[src/rtl/staggered_adder_pkg.sv]
`default_nettype none
// ============================================================================
// Module   : staggered_adder_pkg
// Purpose  : Shared defaults and stage-count helper for the staggered adder.
// Revision : 1.0  initial release
// ============================================================================
package staggered_adder_pkg;

  localparam int N_DEF = 16;
  localparam int W_DEF = 4;

  function automatic int stages_of(input int n, input int w);
    return n / w;
  endfunction

endpackage
`default_nettype wire

[src/rtl/staggered_adder_slice.sv]
`default_nettype none
// ============================================================================
// Module   : staggered_adder_slice
// Purpose  : Registered W-bit adder with carry in/out; one pipeline stage.
// Revision : 1.0  initial release
// ============================================================================
module staggered_adder_slice
  import staggered_adder_pkg::*;
#(
  parameter int W = W_DEF
) (
  input  logic         Clock,
  input  logic         Reset_n,
  input  logic [W-1:0] a,
  input  logic [W-1:0] b,
  input  logic         cin,
  output logic [W-1:0] sum,
  output logic         cout
);

  logic [W:0] w_total;

  assign w_total = {1'b0, a} + {1'b0, b} + {{W{1'b0}}, cin};

  always_ff @(posedge Clock) begin
    if (!Reset_n) begin
      sum  <= '0;
      cout <= 1'b0;
    end else begin
      sum  <= w_total[W-1:0];
      cout <= w_total[W];
    end
  end

endmodule
`default_nettype wire

[src/rtl/staggered_adder.sv]
`default_nettype none
// ============================================================================
// Module   : staggered_adder
// Purpose  : Fully pipelined N-bit adder, one W-bit chunk per stage, with
//            input skew and output deskew so S/CO emerge aligned.
// Revision : 1.0  initial release
// ============================================================================
module staggered_adder
  import staggered_adder_pkg::*;
#(
  parameter int N = N_DEF,
  parameter int W = W_DEF
) (
  input  logic         Clock,
  input  logic         Reset_n,
  input  logic [N-1:0] A,
  input  logic [N-1:0] B,
  input  logic         CI,
  output logic [N-1:0] S,
  output logic         CO
);

  localparam int STAGES = stages_of(N, W);

  if ((N % W) != 0 || W < 1 || W > N) begin : g_bad_width
    $error("staggered_adder: N must be a positive multiple of W");
  end

  logic [N-1:0]    r_a;
  logic [N-1:0]    r_b;
  logic            r_ci;
  logic [STAGES:0] w_carry;

  // Stage 0: capture the full operand set every edge.
  always_ff @(posedge Clock) begin
    if (!Reset_n) begin
      r_a  <= '0;
      r_b  <= '0;
      r_ci <= 1'b0;
    end else begin
      r_a  <= A;
      r_b  <= B;
      r_ci <= CI;
    end
  end

  assign w_carry[0] = r_ci;
  assign CO         = w_carry[STAGES];

  for (genvar j = 0; j < STAGES; j++) begin : g_chunk
    logic [W-1:0] w_a_in;
    logic [W-1:0] w_b_in;
    logic [W-1:0] w_sum;

    // Chunk j waits j cycles so it meets the carry rippling up from below.
    if (j == 0) begin : g_no_skew
      assign w_a_in = r_a[W-1:0];
      assign w_b_in = r_b[W-1:0];
    end else begin : g_skew
      logic [W-1:0] r_a_dly [j];
      logic [W-1:0] r_b_dly [j];

      always_ff @(posedge Clock) begin
        if (!Reset_n) begin
          for (int d = 0; d < j; d++) begin
            r_a_dly[d] <= '0;
            r_b_dly[d] <= '0;
          end
        end else begin
          r_a_dly[0] <= r_a[j*W +: W];
          r_b_dly[0] <= r_b[j*W +: W];
          for (int d = 1; d < j; d++) begin
            r_a_dly[d] <= r_a_dly[d-1];
            r_b_dly[d] <= r_b_dly[d-1];
          end
        end
      end

      assign w_a_in = r_a_dly[j-1];
      assign w_b_in = r_b_dly[j-1];
    end

    staggered_adder_slice #(
      .W (W)
    ) u_slice (
      .Clock   (Clock),
      .Reset_n (Reset_n),
      .a       (w_a_in),
      .b       (w_b_in),
      .cin     (w_carry[j]),
      .sum     (w_sum),
      .cout    (w_carry[j+1])
    );

    if (j == STAGES - 1) begin : g_no_deskew
      assign S[j*W +: W] = w_sum;
    end else begin : g_deskew
      logic [W-1:0] r_sum_dly [STAGES-1-j];

      always_ff @(posedge Clock) begin
        if (!Reset_n) begin
          for (int d = 0; d < STAGES - 1 - j; d++) begin
            r_sum_dly[d] <= '0;
          end
        end else begin
          r_sum_dly[0] <= w_sum;
          for (int d = 1; d < STAGES - 1 - j; d++) begin
            r_sum_dly[d] <= r_sum_dly[d-1];
          end
        end
      end

      assign S[j*W +: W] = r_sum_dly[STAGES-2-j];
    end
  end

endmodule
`default_nettype wire

[config.mk]
export PLATFORM = sky130hd
export DESIGN_NAME = staggered_adder
export DESIGN_NICKNAME = d
export VERILOG_FILES = /design/src/rtl/staggered_adder_pkg.sv /design/src/rtl/staggered_adder_slice.sv /design/src/rtl/staggered_adder.sv
export SDC_FILE = /design/constraint.sdc
export NUM_CORES = 1
export LEC_CHECK = 0
export ABC_CLOCK_PERIOD_IN_PS = 2100
export BUFFER_PORTS_ARGS = -buffer_cell sky130_fd_sc_hd__buf_4
export CORE_MARGIN = 10
export CORE_UTILIZATION = 56
export CTS_BUF_LIST = sky130_fd_sc_hd__clkbuf_16
export DETAILED_ROUTE_END_ITERATION = 10
export PLACE_DENSITY = 0.8
export SLEW_MARGIN = 20
export SYNTH_ARGS = -nofsm -noshare
export SYNTH_HDL_FRONTEND = slang
export SYNTH_SLANG_ARGS = --single-unit
[constraint.sdc]
create_clock -name Clock -period 2.1 [get_ports Clock]
set_clock_uncertainty 0.1 [all_clocks]
set_input_delay 0.21 -clock Clock [delete_from_list [all_inputs] [get_ports Clock]]
set_output_delay 0.21 -clock Clock [all_outputs]
set_load 0.01 [all_outputs]
Word level (Yosys, flattened, before mapping) --
Memory sizes are Yosys's and may differ from the RTL's. Index checks and enable logic that the tools add are counted.
Storage, ports and cells: flip-flop bits (word level) 53, bits in latches 0, memory bits (writable) 72, bits in read-only memories 0, input bits 35, output and inout port bits 17, logic and storage cells 69, memories 9
Memories:
- g_chunk[0].g_deskew.r_sum_dly | words 3, width 4, read ports 3, clocked after memory_dff 0, write ports 3, RTL line staggered_adder.sv:98 | logic [W-1:0] r_sum_dly [STAGES-1-j];
- g_chunk[3].g_skew.r_a_dly | words 3, width 4, read ports 3, clocked after memory_dff 0, write ports 3, RTL line staggered_adder.sv:60 | logic [W-1:0] r_a_dly [j];
- g_chunk[3].g_skew.r_b_dly | words 3, width 4, read ports 3, clocked after memory_dff 0, write ports 3, RTL line staggered_adder.sv:61 | logic [W-1:0] r_b_dly [j];
- g_chunk[1].g_deskew.r_sum_dly | words 2, width 4, read ports 2, clocked after memory_dff 0, write ports 2, RTL line staggered_adder.sv:98
- g_chunk[2].g_skew.r_a_dly | words 2, width 4, read ports 2, clocked after memory_dff 0, write ports 2, RTL line staggered_adder.sv:60
- g_chunk[2].g_skew.r_b_dly | words 2, width 4, read ports 2, clocked after memory_dff 0, write ports 2, RTL line staggered_adder.sv:61
- +3 memories
Operators by class: add/subtract/negate cells 8, multiply operators 0, div/mod/pow operators 0, $lt $le $gt $ge 0, equality and inequality tests 0, shifts and indexed selects 0, muxes and demuxes 23, bitwise logic cells 15, reductions and logical operators 3
Operators with widths (count):
- $mux W4 | 18
- $add A4 B4 Y5 | 4
- $add A5 B1 Y5 | 4
- $or A1 B1 Y1 | 15
- $reduce_or A4 Y1 | 3
- $mux W1 | 5

Logic depth before layout (Yosys ltp) --
depth after elaboration 3, gate-level depth with buffers 6, mapped depth without buffers 6

Modules after synthesis --
A second synthesis with hierarchy kept.
Second synthesis, totals: cell total of the unflattened synthesis 329, area, all modules 4032.6 µm²
By module, submodules not included:
- staggered_adder | times used 1, cells each 229, area each 2911.5 µm², seq. area each 2102.0 µm²
- staggered_adder_slice | times used 4, cells each 25, area each 280.3 µm², seq. area each 100.1 µm²

Worst setup path before layout --
OpenSTA, ideal clock, no wires.
path type flip-flop to flip-flop, start memory g_chunk[2].g_skew.r_b_dly[0][4] (netlist name), end register g_chunk[2].u_slice.cout, setup time 0.115 ns, arrival 1.470 ns, required time 1.885 ns, setup slack 0.414 ns, stages on the path, launching flop included 6, buffers on the path 0, clock period less this slack 1.686 ns, cell sequence dfxtp_1 fa_1 fa_1 a21o_1 a21oi_1 nor2b_1
RTL lines:
- start, declared | RTL line staggered_adder.sv:61
- end signal, assigned | RTL line staggered_adder_slice.sv:31 | cout <= w_total[W];
- end, declared | RTL line staggered_adder_slice.sv:18 | output logic cout

==> out/qor.yml <==
layout-drive-gt1-share_pct: 20.09
worst_path_largest_cell_delay_ps: 480
cp_num_buf_inv: 0
die_area_um2: 11050
ys_seq_elements: 125
path_cells: "fa_1, fa_1, a21o_1, a21oi_1, nor2b_1"
timing.rr.start: "g_chunk[2].g_skew.r_b_dly[0][4]"
post-route-period-util_pct: 85.77
coreArea_um2: 6907
finalWirelength_um: 6811
grt_max_degree: 73
root_buffer: "clkbuf_16"
cp-end-kind: "flop"
clock-sinks: 125
setup_viol: 0
status: "complete, no violations"
holdCritStartpoint: "Reset_n"
place_congestion: 0.7287
grt_first_pass_wirelength_um: 11390
h-tree-depth: 4
fmax_ghz: 0.5552
ys_seq_area_share_pct: 61.71
area_growth_pct: 31.93
path_clk_slew_ps: 50
rsz0062_at_grt: "no"
firstDrtPassIters: 4
drv_slew: 0
ys.flop_type: "dfxtp_1"
cts_buffer_depth: 2
hold_path_class: "primary input to flop"
crit_cells: 5
fp.dieH_um: 105.1
cts_resized: 0
holdWs_ps: 203.0
initial_core_util_pct: 58.71
gr-total-overflow: 0
antenna_found_initial: 2
placementRows: 30
fin_setup_tns_ps: 0
leakage_uw: 0.002413
r2r-end: "g_chunk[2].u_slice.cout"
ys_warn_count: 0
synth_edf_count: 0
netlist_instances: 332
worstPathRequired_ps: 2290
track_usage_pct: 13.27
dpl.hpwl_um: 3698
cap_violations: 0
crit_slowest_cell: "fa_1"
finalCriticalPeriod_ps: 1801
detail-route-antenna-nets: 0
crit_type: "flop to flop"
min_to: "g_chunk[1].u_slice.cout"
via_count: 2359
ir_worst_vdd_mv: 0.7348
async_flop_share_pct: 0
cp-start-kind: "flop"
cts_made_buffers: 17
cp_max_fo: 2
yosys.area.top_type: "dfxtp_1"
layout_common_cells: "dfxtp_1, and2_1, buf_4"
crit_path_frequent_cell: "fa_1"
wl_per_cell_um: 12.95
worst_slew_pin_slew_ps: 513.2
cts_tree: "done"
ff2ff_path_depth: 5
yosys.cell_types.count: 22
powerDensity_nw_per_um2: 1099
critPathArrivalTime_ps: 2000
vias_per_cell: 4.485
clk_latency_ps: 400
synth_area_um2: 4055
grt_pass1_vias: 2509
synth.avg_cell_area_um2: 12.21
syn_nets: 387
port_buffers: 51
layout_commonest_cell: "dfxtp_1"
finalHoldViolations: 0
fill_cells: 421
ioPinCount: 52
netlist.area_leader.share_pct: 61.71
maxSlewHeadroom_pct: 65.79
whs_path_depth: 2
die-width_um: 105.1
path_delay_family: "adder cells"
drc: 0
synthTopCellsByArea: "dfxtp_1, and2_1, fa_1"
drtIter0Drc: 61
nets: 470
ff2ff_setup_slack_ps: 300
## cell families after synthesis
| group | Yosys count | synth area share [%] |
|---|---|---|
| AO/OA/AOI/OAI | 16 | 2.777 |
| XOR/XNOR | 1 | 0.2160 |
| adder cells (fa/ha/maj) | 20 | 7.652 |
| buffers and inverters | 34 | 6.418 |
| flip-flops | 125 | 61.71 |
| multiplexers | 3 | 0.7405 |
| AND/OR/NAND/NOR | 133 | 20.49 |
## per-stage QoR
stage	cells	util, %	setup WS (ps)	power [uW]	area (um2)
2_1_floorplan	332	-	414.5	2685	4055
5_1_grt	526	77.46	235.2	6078	5350
3_3_place_gp	459	63.28	386.7	2735	4370
6_report	526	77.46	298.7	5880	5350
3_5_place_dp	459	63.28	355.3	2748	4370
4_1_cts	524	77.39	299.3	5923	5345
## synthesized netlist by cell type, types with 2 or more instances
cell,n
a21oi_1,4
dfxtp_1,125
buf_6,12
nor3b_1,3
o21a_1,6
nand2b_1,3
mux2i_1,3
ha_1,12
inv_1,12
a21o_1,4
fa_1,8
nor2b_1,11
buf_4,8
nand2_1,3
and2_1,110
a21oi_2,2
## sequential cells by signal, summed over array words and instances, names as in the netlist
name                        flops
g_chunk.g_deskew.r_sum_dly     24
r_ci                            1
r_b                            16
g_chunk.u_slice.sum            16
g_chunk.g_skew.r_b_dly         24
g_chunk.u_slice.cout            4
g_chunk.g_skew.r_a_dly         24
r_a                            16
## cell type report
class                           count  area (um2)  share of cell area [%]
Tap cell                           96       120.1                   2.245
Inverter                           12       45.04                  0.8419
Timing Repair Buffer               86       740.7                   13.84
Sequential cell                   125        2502                   46.77
Clock inverter                     15       219.0                   4.093
Antenna cell                        2       5.005                 0.09355
Multi-Input combinational cell    173        1292                   24.16
Clock buffer                       17       425.4                   7.951
## power breakdown
group	internal, uW	total [uW]	switching (uW)
Sequential	2470	2490	26.0
Clock	2100	3130	1020
Combinational	160	258	98.0
## metal layers
metal / routed length (um) / share of wire [%] / vias to the layer above / global-route usage, %
li1: - / - / 1187 / -
met1: 2346 / 34 / 1098 / 10.98
met2: 3837 / 56 / 53 / 24.07
met3: 396 / 5.8 / 21 / 7.310
met4: 230 / 3.4 / 0 / 7.941
met5: 0 / 0 / - / 0
## timing repair
action	in CTS	in global routing
endpoints found under the setup margin	0	0
endpoints found under the hold margin	33	0
hold buffers	33	0
buffers inserted	0	0
## worst max path at each step
stage,from,endpoint
after CTS,g_chunk[2].g_skew.r_b_dly[0][4],g_chunk[2].u_slice.cout
after detailed placement,g_chunk[2].g_skew.r_b_dly[0][4],g_chunk[2].u_slice.cout
final,g_chunk[2].g_skew.r_b_dly[0][4],g_chunk[2].u_slice.cout
after global placement,g_chunk[2].g_skew.r_b_dly[0][4],g_chunk[2].u_slice.cout
after floorplan,g_chunk[2].g_skew.r_b_dly[0][4],g_chunk[2].u_slice.cout
after global routing,g_chunk[2].g_skew.r_b_dly[0][4],g_chunk[2].u_slice.cout
Power figures use the tool's default switching activity.
